===== config.mk =====
export PLATFORM = sky130hd
export DESIGN_NAME = apu_sweep_unit
export DESIGN_NICKNAME = d
export VERILOG_FILES = /design/src/rtl/apu_sweep_unit.sv
export SDC_FILE = /design/constraint.sdc
export NUM_CORES = 1
export LEC_CHECK = 0
export BUFFER_PORTS_ARGS = -buffer_cell sky130_fd_sc_hd__buf_2
export CORE_UTILIZATION = 57
export CTS_BUF_LIST = sky130_fd_sc_hd__clkbuf_16
export CTS_CLUSTER_DIAMETER = 150
export DETAILED_ROUTE_END_ITERATION = 8
export PLACE_DENSITY = 0.85
export SLEW_MARGIN = 0
export SYNTH_ARGS = -nofsm -noshare
export SYNTH_HDL_FRONTEND = slang
export SYNTH_SLANG_ARGS = --single-unit

===== constraint.sdc =====
create_clock -name i_clk -period 5.4 [get_ports i_clk]
set_input_delay 0.27 -clock i_clk [delete_from_list [all_inputs] [get_ports i_clk]]
set_output_delay 0.27 -clock i_clk [all_outputs]
set_load 0.005 [all_outputs]

===== src/rtl/apu_sweep_unit.sv =====
// Sweep unit for one NES APU pulse channel.
// Holds the $4001/$4005 sweep fields and runs the sweep divider on half-frame ticks.
// Feeds registered operands to an external carry-chain adder and turns its sum
// into the mute flag and period-reload strobes for the channel timer.
module apu_sweep_unit #(
    parameter int CHANNEL = 0
) (
    input  logic        i_clk,
    input  logic        i_reset_n,
    input  logic        i_ce,
    input  logic        i_sweep_wr,
    input  logic [7:0]  i_sweep_data,
    input  logic        i_half_frame,
    input  logic [10:0] i_period,
    output logic [11:0] o_op_a,
    output logic [11:0] o_op_b,
    output logic        o_op_ci,
    input  logic [11:0] i_sum_in,
    output logic        o_period_load,
    output logic [10:0] o_new_period,
    output logic        o_mute
);

    // Pulse 2 negates in two's complement, so its adder gets a carry-in.
    // Pulse 1 negates in ones' complement and gets no carry-in.
    localparam logic NEG_CARRY_IN = (CHANNEL == 1);

    // Sweep register fields
    logic        r_enable;
    logic [2:0]  r_div_period;
    logic        r_negate;
    logic [2:0]  r_shift;

    // Divider and tick bookkeeping
    logic [2:0]  r_divider;
    logic        r_reload;
    logic        r_pending;

    // Operand stage
    logic [11:0] r_op_a;
    logic [11:0] r_op_b;
    logic        r_op_ci;
    logic        r_op_valid;
    logic [10:0] r_prev_period;
    logic [6:0]  r_prev_fields;

    // Outputs to the timer
    logic        r_period_load;
    logic [10:0] r_new_period;
    logic        r_mute;

    logic [6:0]  w_fields;
    logic [10:0] w_change;
    logic [11:0] w_change_ext;
    logic [11:0] w_op_b_next;
    logic        w_op_valid_next;
    logic [10:0] w_target;
    logic        w_overflow;
    logic        w_mute_next;
    logic        w_tick;
    logic        w_eval;
    logic        w_fire;

    assign w_fields        = {r_enable, r_div_period, r_negate, r_shift};
    assign w_change        = i_period >> r_shift;
    assign w_change_ext    = {1'b0, w_change};
    assign w_op_b_next     = r_negate ? ~w_change_ext : w_change_ext;
    assign w_op_valid_next = (i_period == r_prev_period) && (w_fields == r_prev_fields);

    // The adder's top bit is only a real overflow when adding; when
    // subtracting it is just the complement's carry and is ignored.
    assign w_target    = i_sum_in[10:0];
    assign w_overflow  = ~r_negate & i_sum_in[11];
    assign w_mute_next = (i_period < 11'd8) | w_overflow;

    // A tick is only acted on once the operands (and so the sum) reflect
    // the current period and fields; otherwise it is parked in r_pending.
    // A load is never issued while the previous strobe is still out, which
    // keeps strobes from landing in back-to-back ce cycles.
    assign w_tick = i_half_frame | r_pending;
    assign w_eval = w_tick & r_op_valid;
    assign w_fire = w_eval & (r_divider == 3'd0) & r_enable & (r_shift != 3'd0)
                    & ~r_mute & ~r_period_load;

    // Register adder operands and track whether they are stable enough to trust the sum.
    always_ff @(posedge i_clk or negedge i_reset_n) begin
        if (!i_reset_n) begin
            r_op_a        <= '0;
            r_op_b        <= '0;
            r_op_ci       <= 1'b0;
            r_op_valid    <= 1'b0;
            r_prev_period <= '0;
            r_prev_fields <= '0;
            r_mute        <= 1'b1;
        end else if (i_ce) begin
            r_op_a        <= {1'b0, i_period};
            r_op_b        <= w_op_b_next;
            r_op_ci       <= r_negate & NEG_CARRY_IN;
            r_op_valid    <= w_op_valid_next;
            r_prev_period <= i_period;
            r_prev_fields <= w_fields;
            r_mute        <= w_mute_next;
        end
    end

    // Sweep fields, divider and deferred tick; a write lands after the tick so it wins on reload.
    always_ff @(posedge i_clk or negedge i_reset_n) begin
        if (!i_reset_n) begin
            r_enable     <= 1'b0;
            r_div_period <= '0;
            r_negate     <= 1'b0;
            r_shift      <= '0;
            r_divider    <= '0;
            r_reload     <= 1'b0;
            r_pending    <= 1'b0;
        end else if (i_ce) begin
            if (w_tick) begin
                if (!r_op_valid) begin
                    r_pending <= 1'b1;
                end else begin
                    r_pending <= 1'b0;
                    if ((r_divider == 3'd0) || r_reload) begin
                        r_divider <= r_div_period;
                        r_reload  <= 1'b0;
                    end else begin
                        r_divider <= r_divider - 3'd1;
                    end
                end
            end
            if (i_sweep_wr) begin
                r_enable     <= i_sweep_data[7];
                r_div_period <= i_sweep_data[6:4];
                r_negate     <= i_sweep_data[3];
                r_shift      <= i_sweep_data[2:0];
                r_reload     <= 1'b1;
            end
        end
    end

    // Capture the reload strobe and the target period handed to the timer.
    always_ff @(posedge i_clk or negedge i_reset_n) begin
        if (!i_reset_n) begin
            r_period_load <= 1'b0;
            r_new_period  <= '0;
        end else if (i_ce) begin
            r_period_load <= w_fire;
            if (w_fire) begin
                r_new_period <= w_target;
            end
        end
    end

    // The strobe is gated by ce so it is seen for exactly one enabled cycle.
    assign o_period_load = r_period_load & i_ce;
    assign o_new_period  = r_new_period;
    assign o_op_a        = r_op_a;
    assign o_op_b        = r_op_b;
    assign o_op_ci       = r_op_ci;
    assign o_mute        = r_mute;

endmodule


==> run_summary.xml <==
<?xml version="1.0" encoding="UTF-8"?>
<metrics>
  <group name="clocking">
    <metric name="cts-root-buf" unit="">sky130_fd_sc_hd__clkbuf_16</metric>
    <metric name="clock_tree.htree_level_count" unit="">2</metric>
    <metric name="cts_inserted_buffers" unit="">5</metric>
    <metric name="max-clock-path-buffers" unit="">2</metric>
    <metric name="cells_resized_by_post_cts_repair" unit="">0</metric>
    <metric name="cts_tree" unit="">done</metric>
    <metric name="clock-sinks" unit="">56</metric>
    <metric name="clkLatencyLatePin" unit="ns">0.29</metric>
    <metric name="post_cts_buffers" unit="">0</metric>
    <metric name="cts_hold_repair.buffers" unit="">0</metric>
    <metric name="clk_pin_slew_worst_paths" unit="ns">0.07</metric>
  </group>
  <group name="critical_path">
    <metric name="critical_path_arrival" unit="ns">2.50</metric>
    <metric name="timing_worst_setup_path_type" unit="">reg -&gt; reg</metric>
    <metric name="worstSetupEndpointType" unit="">flip-flop</metric>
    <metric name="timing.critical_path.from_type" unit="">flip-flop</metric>
    <metric name="critical-path-top-delay-family" unit="">flip-flops</metric>
    <metric name="critical_path_required" unit="ns">5.58</metric>
    <metric name="reg2reg_from" unit="">r_shift[0]$_DFFE_PN0P_</metric>
    <metric name="crit_slowest_cell" unit="">sky130_fd_sc_hd__dfrtp_1</metric>
    <metric name="timing.rr.end" unit="">o_new_period[7]$_DFFE_PN0P_</metric>
    <metric name="endpoint" unit="">o_new_period[7]$_DFFE_PN0P_</metric>
    <metric name="r2r_setup_slack" unit="ns">3.08</metric>
    <metric name="critical_path_peak_fanout" unit="">19</metric>
    <metric name="cp_num_cells" unit="">4</metric>
    <metric name="critPathMaxStageDelay" unit="ns">0.86</metric>
    <metric name="cell_by_cell_trace_of_the_critical_path" unit="">nor3_1 -&gt; nor4_2 -&gt; clkbuf_4 -&gt; mux2_2</metric>
    <metric name="r2r_cells" unit="">4</metric>
    <metric name="timing_startpoint_of_the_critical_path" unit="">r_shift[0]$_DFFE_PN0P_</metric>
    <metric name="path_buf_inv" unit="">1</metric>
  </group>
  <group name="placement">
    <metric name="io_buffers" unit="">71</metric>
    <metric name="dp.final_hpwl" unit="um">4390</metric>
    <metric name="placedInstanceArea" unit="um2">3260</metric>
    <metric name="gp_congestion" unit="">0.903</metric>
  </group>
  <group name="drt">
    <metric name="route.antenna.remaining_nets" unit="">0</metric>
    <metric name="number_of_remaining_drc_errors" unit="">0</metric>
    <metric name="detail_route.wirelength" unit="um">5970</metric>
    <metric name="overall_via_count_from_detail_route" unit="">2070</metric>
    <metric name="detailedRoute.firstPassIterationCount" unit="">4</metric>
    <metric name="post_drt_via_cell_ratio" unit="">5.55</metric>
    <metric name="initialDrtViolationCount" unit="">100</metric>
    <metric name="route.detailed.wl_per_inst" unit="um">16.0</metric>
  </group>
  <group name="sta">
    <metric name="slew-limit-headroom" unit="">0.472</metric>
    <metric name="finalHoldViolations" unit="">0</metric>
    <metric name="setup_viol" unit="">0</metric>
    <metric name="drv_slew" unit="">0</metric>
    <metric name="timing.final.crit_period" unit="ns">2.32</metric>
    <metric name="grt_setup_unrepaired" unit="">no</metric>
    <metric name="skew" unit="ns">0.00610</metric>
    <metric name="setup_tns" unit="ns">0</metric>
    <metric name="period_share" unit="">0.429</metric>
    <metric name="max_freq" unit="MHz">431</metric>
    <metric name="worstMarginPinSlew" unit="ns">0.793</metric>
  </group>
  <group name="die">
    <metric name="floorplan.rows" unit="">25</metric>
    <metric name="initial_utilization" unit="">0.602</metric>
    <metric name="die_h" unit="um">73.3</metric>
    <metric name="design.die.area" unit="um2">5380</metric>
    <metric name="io-pin-count" unit="">74</metric>
    <metric name="die_w" unit="um">73.3</metric>
    <metric name="placeableCoreArea" unit="um2">4820</metric>
  </group>
  <group name="power_and_ir_drop">
    <metric name="share_of_total_power_in_the_clock_network" unit="">0.294</metric>
    <metric name="power.share.combinational" unit="">0.221</metric>
    <metric name="seq_power_share" unit="">0.485</metric>
    <metric name="power.ir.vdd_worst" unit="mV">0.220</metric>
    <metric name="p_leak" unit="uW">0.00161</metric>
    <metric name="switching_share" unit="">0.280</metric>
    <metric name="p_int" unit="uW">781</metric>
    <metric name="power-per-cell-area" unit="nW/um2">318</metric>
    <metric name="p_sw" unit="uW">304</metric>
  </group>
  <group name="final_layout">
    <metric name="mostFrequentLayoutCells" unit="">71 x sky130_fd_sc_hd__buf_2, 55 x sky130_fd_sc_hd__dfrtp_1, 37 x sky130_fd_sc_hd__mux2_2</metric>
    <metric name="n_antenna_cell" unit="">0</metric>
    <metric name="synthToLayoutAreaGrowth" unit="%">17.8</metric>
    <metric name="n_fill_cell" unit="">363</metric>
    <metric name="final_layout_size_suffix_gt1_frac" unit="">0.422</metric>
    <metric name="finish.net_count" unit="">343</metric>
    <metric name="layout.cell_area.non_filler" unit="um2">3420</metric>
    <metric name="most_common_cell_after_layout_fill_and_taps_aside" unit="">sky130_fd_sc_hd__buf_2</metric>
  </group>
  <group name="grt">
    <metric name="grt_pass1_vias" unit="">2028</metric>
    <metric name="grt-ovfl-total" unit="">0</metric>
    <metric name="groute.usage.overall" unit="">0.240</metric>
    <metric name="global_route_wire_length_before_repair" unit="um">9640</metric>
    <metric name="antenna_violations_before_repair" unit="">0</metric>
    <metric name="grt_max_degree" unit="">57</metric>
  </group>
  <group name="run_status">
    <metric name="outcome" unit="">finished, final reports clean</metric>
  </group>
  <group name="synthesis">
    <metric name="cell_type_with_the_largest_total_area_after_synthesis" unit="">sky130_fd_sc_hd__dfrtp_1</metric>
    <metric name="yosysUniqueCellTypes" unit="">48</metric>
    <metric name="synth.yosys.warnings" unit="">0</metric>
    <metric name="synth-seq-area-share" unit="">0.483</metric>
    <metric name="yosysTopAreaCellShare" unit="">0.474</metric>
    <metric name="avgSynthCellArea" unit="um2">12.1</metric>
    <metric name="syn_inst" unit="">239</metric>
    <metric name="synth.area.top_cells" unit="">sky130_fd_sc_hd__dfrtp_1 47%, sky130_fd_sc_hd__mux2_2 14%, sky130_fd_sc_hd__xnor2_1 6.0%</metric>
    <metric name="synthesis.area" unit="um2">2900</metric>
    <metric name="ys_seq_elements" unit="">56</metric>
  </group>
  <group name="min_path">
    <metric name="min_path_type" unit="">in -&gt; async</metric>
  </group>
  <group name="run">
    <metric name="maxCapViolCount" unit="">0</metric>
  </group>
</metrics>
-- area by class of cell --
class,instances,area (um2),share of cell area
clock inverter,3,22.5,0.00659
sequential,56,1400,0.410
timing repair buffer,73,370,0.108
tap,67,83.8,0.0245
multi-input combinational,163,1390,0.407
inverter,6,22.5,0.00659
clock buffer,5,125,0.0366
-- worst reg2reg max path, stage by stage, from the launching register on --
cell                       delay [ns]
sky130_fd_sc_hd__dfrtp_1         0.86
sky130_fd_sc_hd__nor3_1          0.21
sky130_fd_sc_hd__nor4_2          0.45
sky130_fd_sc_hd__clkbuf_4        0.32
sky130_fd_sc_hd__mux2_2          0.36
-- metrics by stage --
| stage | worst slack (ns) | utilization | total power (uW) | cells | hold WS, ns |
|---|---|---|---|---|---|
| after floorplan | 3.62 | - | 689 | 240 | -0.0256 |
| after global placement | 2.67 | 0.677 | 764 | 364 | 0.435 |
| after detailed placement | 2.49 | 0.677 | 774 | 364 | 0.443 |
| after CTS | 2.65 | 0.708 | 1090 | 372 | 0.132 |
| after global routing | 2.91 | 0.710 | 1140 | 373 | 0.172 |
| final | 3.08 | 0.710 | 1090 | 373 | 0.107 |
-- flip-flops by register name (all words and copies together), names as in the netlist --
name / count
o_mute: 1
o_new_period: 11
o_op_b: 11
r_div_period: 3
r_divider: 3
r_enable: 1
r_negate: 1
r_op_valid: 1
r_pending: 1
r_period_load: 1
r_prev_fields: 7
r_prev_period: 11
r_reload: 1
r_shift: 3
-- logic make-up after synthesis --
logic type | count (synthesis) | synth area share
adders and majority gates | 2 | 0.00862
buffers and inverters | 21 | 0.0384
xor gates and xnor gates | 23 | 0.0694
muxes | 54 | 0.226
and+or+nand+nor | 47 | 0.0862
other | 1 | 0.00129
DFF | 56 | 0.483
AOI/OAI and AO/OA | 35 | 0.0871
-- synth_stat cells (all sizes together) --
master	n
mux2	39
inv	5
nand4	4
o211a	1
dfstp	1
a221oi	1
a21o	1
and3	1
xnor2	20
and2	4
ha	2
a2bb2oi	2
a22o	1
nand2	13
or2	2
xor2	3
clkbuf	1
nor2	7
nor3	3
a311o	1
a21oi	8
nand2b	4
nor2b	2
o21a	1
conb	1
nor4bb	1
o22ai	6
a211o	1
o21ai	6
clkinv	1
nand3b	1
nand3	1
dfrtp	55
nor4	4
o211ai	1
o311ai	5
buf	14
mux2i	11
mux4	4
-- worst min path at each step --
stage / cells past startpoint / slack (ns) / endpoint / from
5_1_grt: 2 / 0.17 / r_prev_period[3]$_DFFE_PN0P_ / i_reset_n
3_3_place_gp: 2 / 0.44 / r_prev_period[3]$_DFFE_PN0P_ / i_reset_n
2_1_floorplan: 0 / -0.03 / o_new_period[0]$_DFFE_PN0P_ / i_reset_n
6_report: 2 / 0.11 / o_new_period[1]$_DFFE_PN0P_ / i_reset_n
4_1_cts: 2 / 0.13 / o_new_period[1]$_DFFE_PN0P_ / i_reset_n
3_5_place_dp: 2 / 0.44 / r_prev_period[3]$_DFFE_PN0P_ / i_reset_n
-- power groups by stage --
stage / logic, uW / registers, uW / clock network (uW)
floorplan: 175 / 514 / 0
global placement: 234 / 529 / 0
detailed placement: 241 / 533 / 0
CTS: 243 / 526 / 326
global route: 265 / 535 / 343
finish: 240 / 526 / 320
-- per-layer routing --
layer | vias up | share of wire | global-route usage
met1 | 1007 | 0.44 | 0.319
li1 | 987 | - | -
met4 | 0 | 0.020 | 0.0769
met2 | 63 | 0.50 | 0.396
met5 | - | 0 | 0
met3 | 13 | 0.036 | 0.0494
Power figures use the tool's default switching activity.
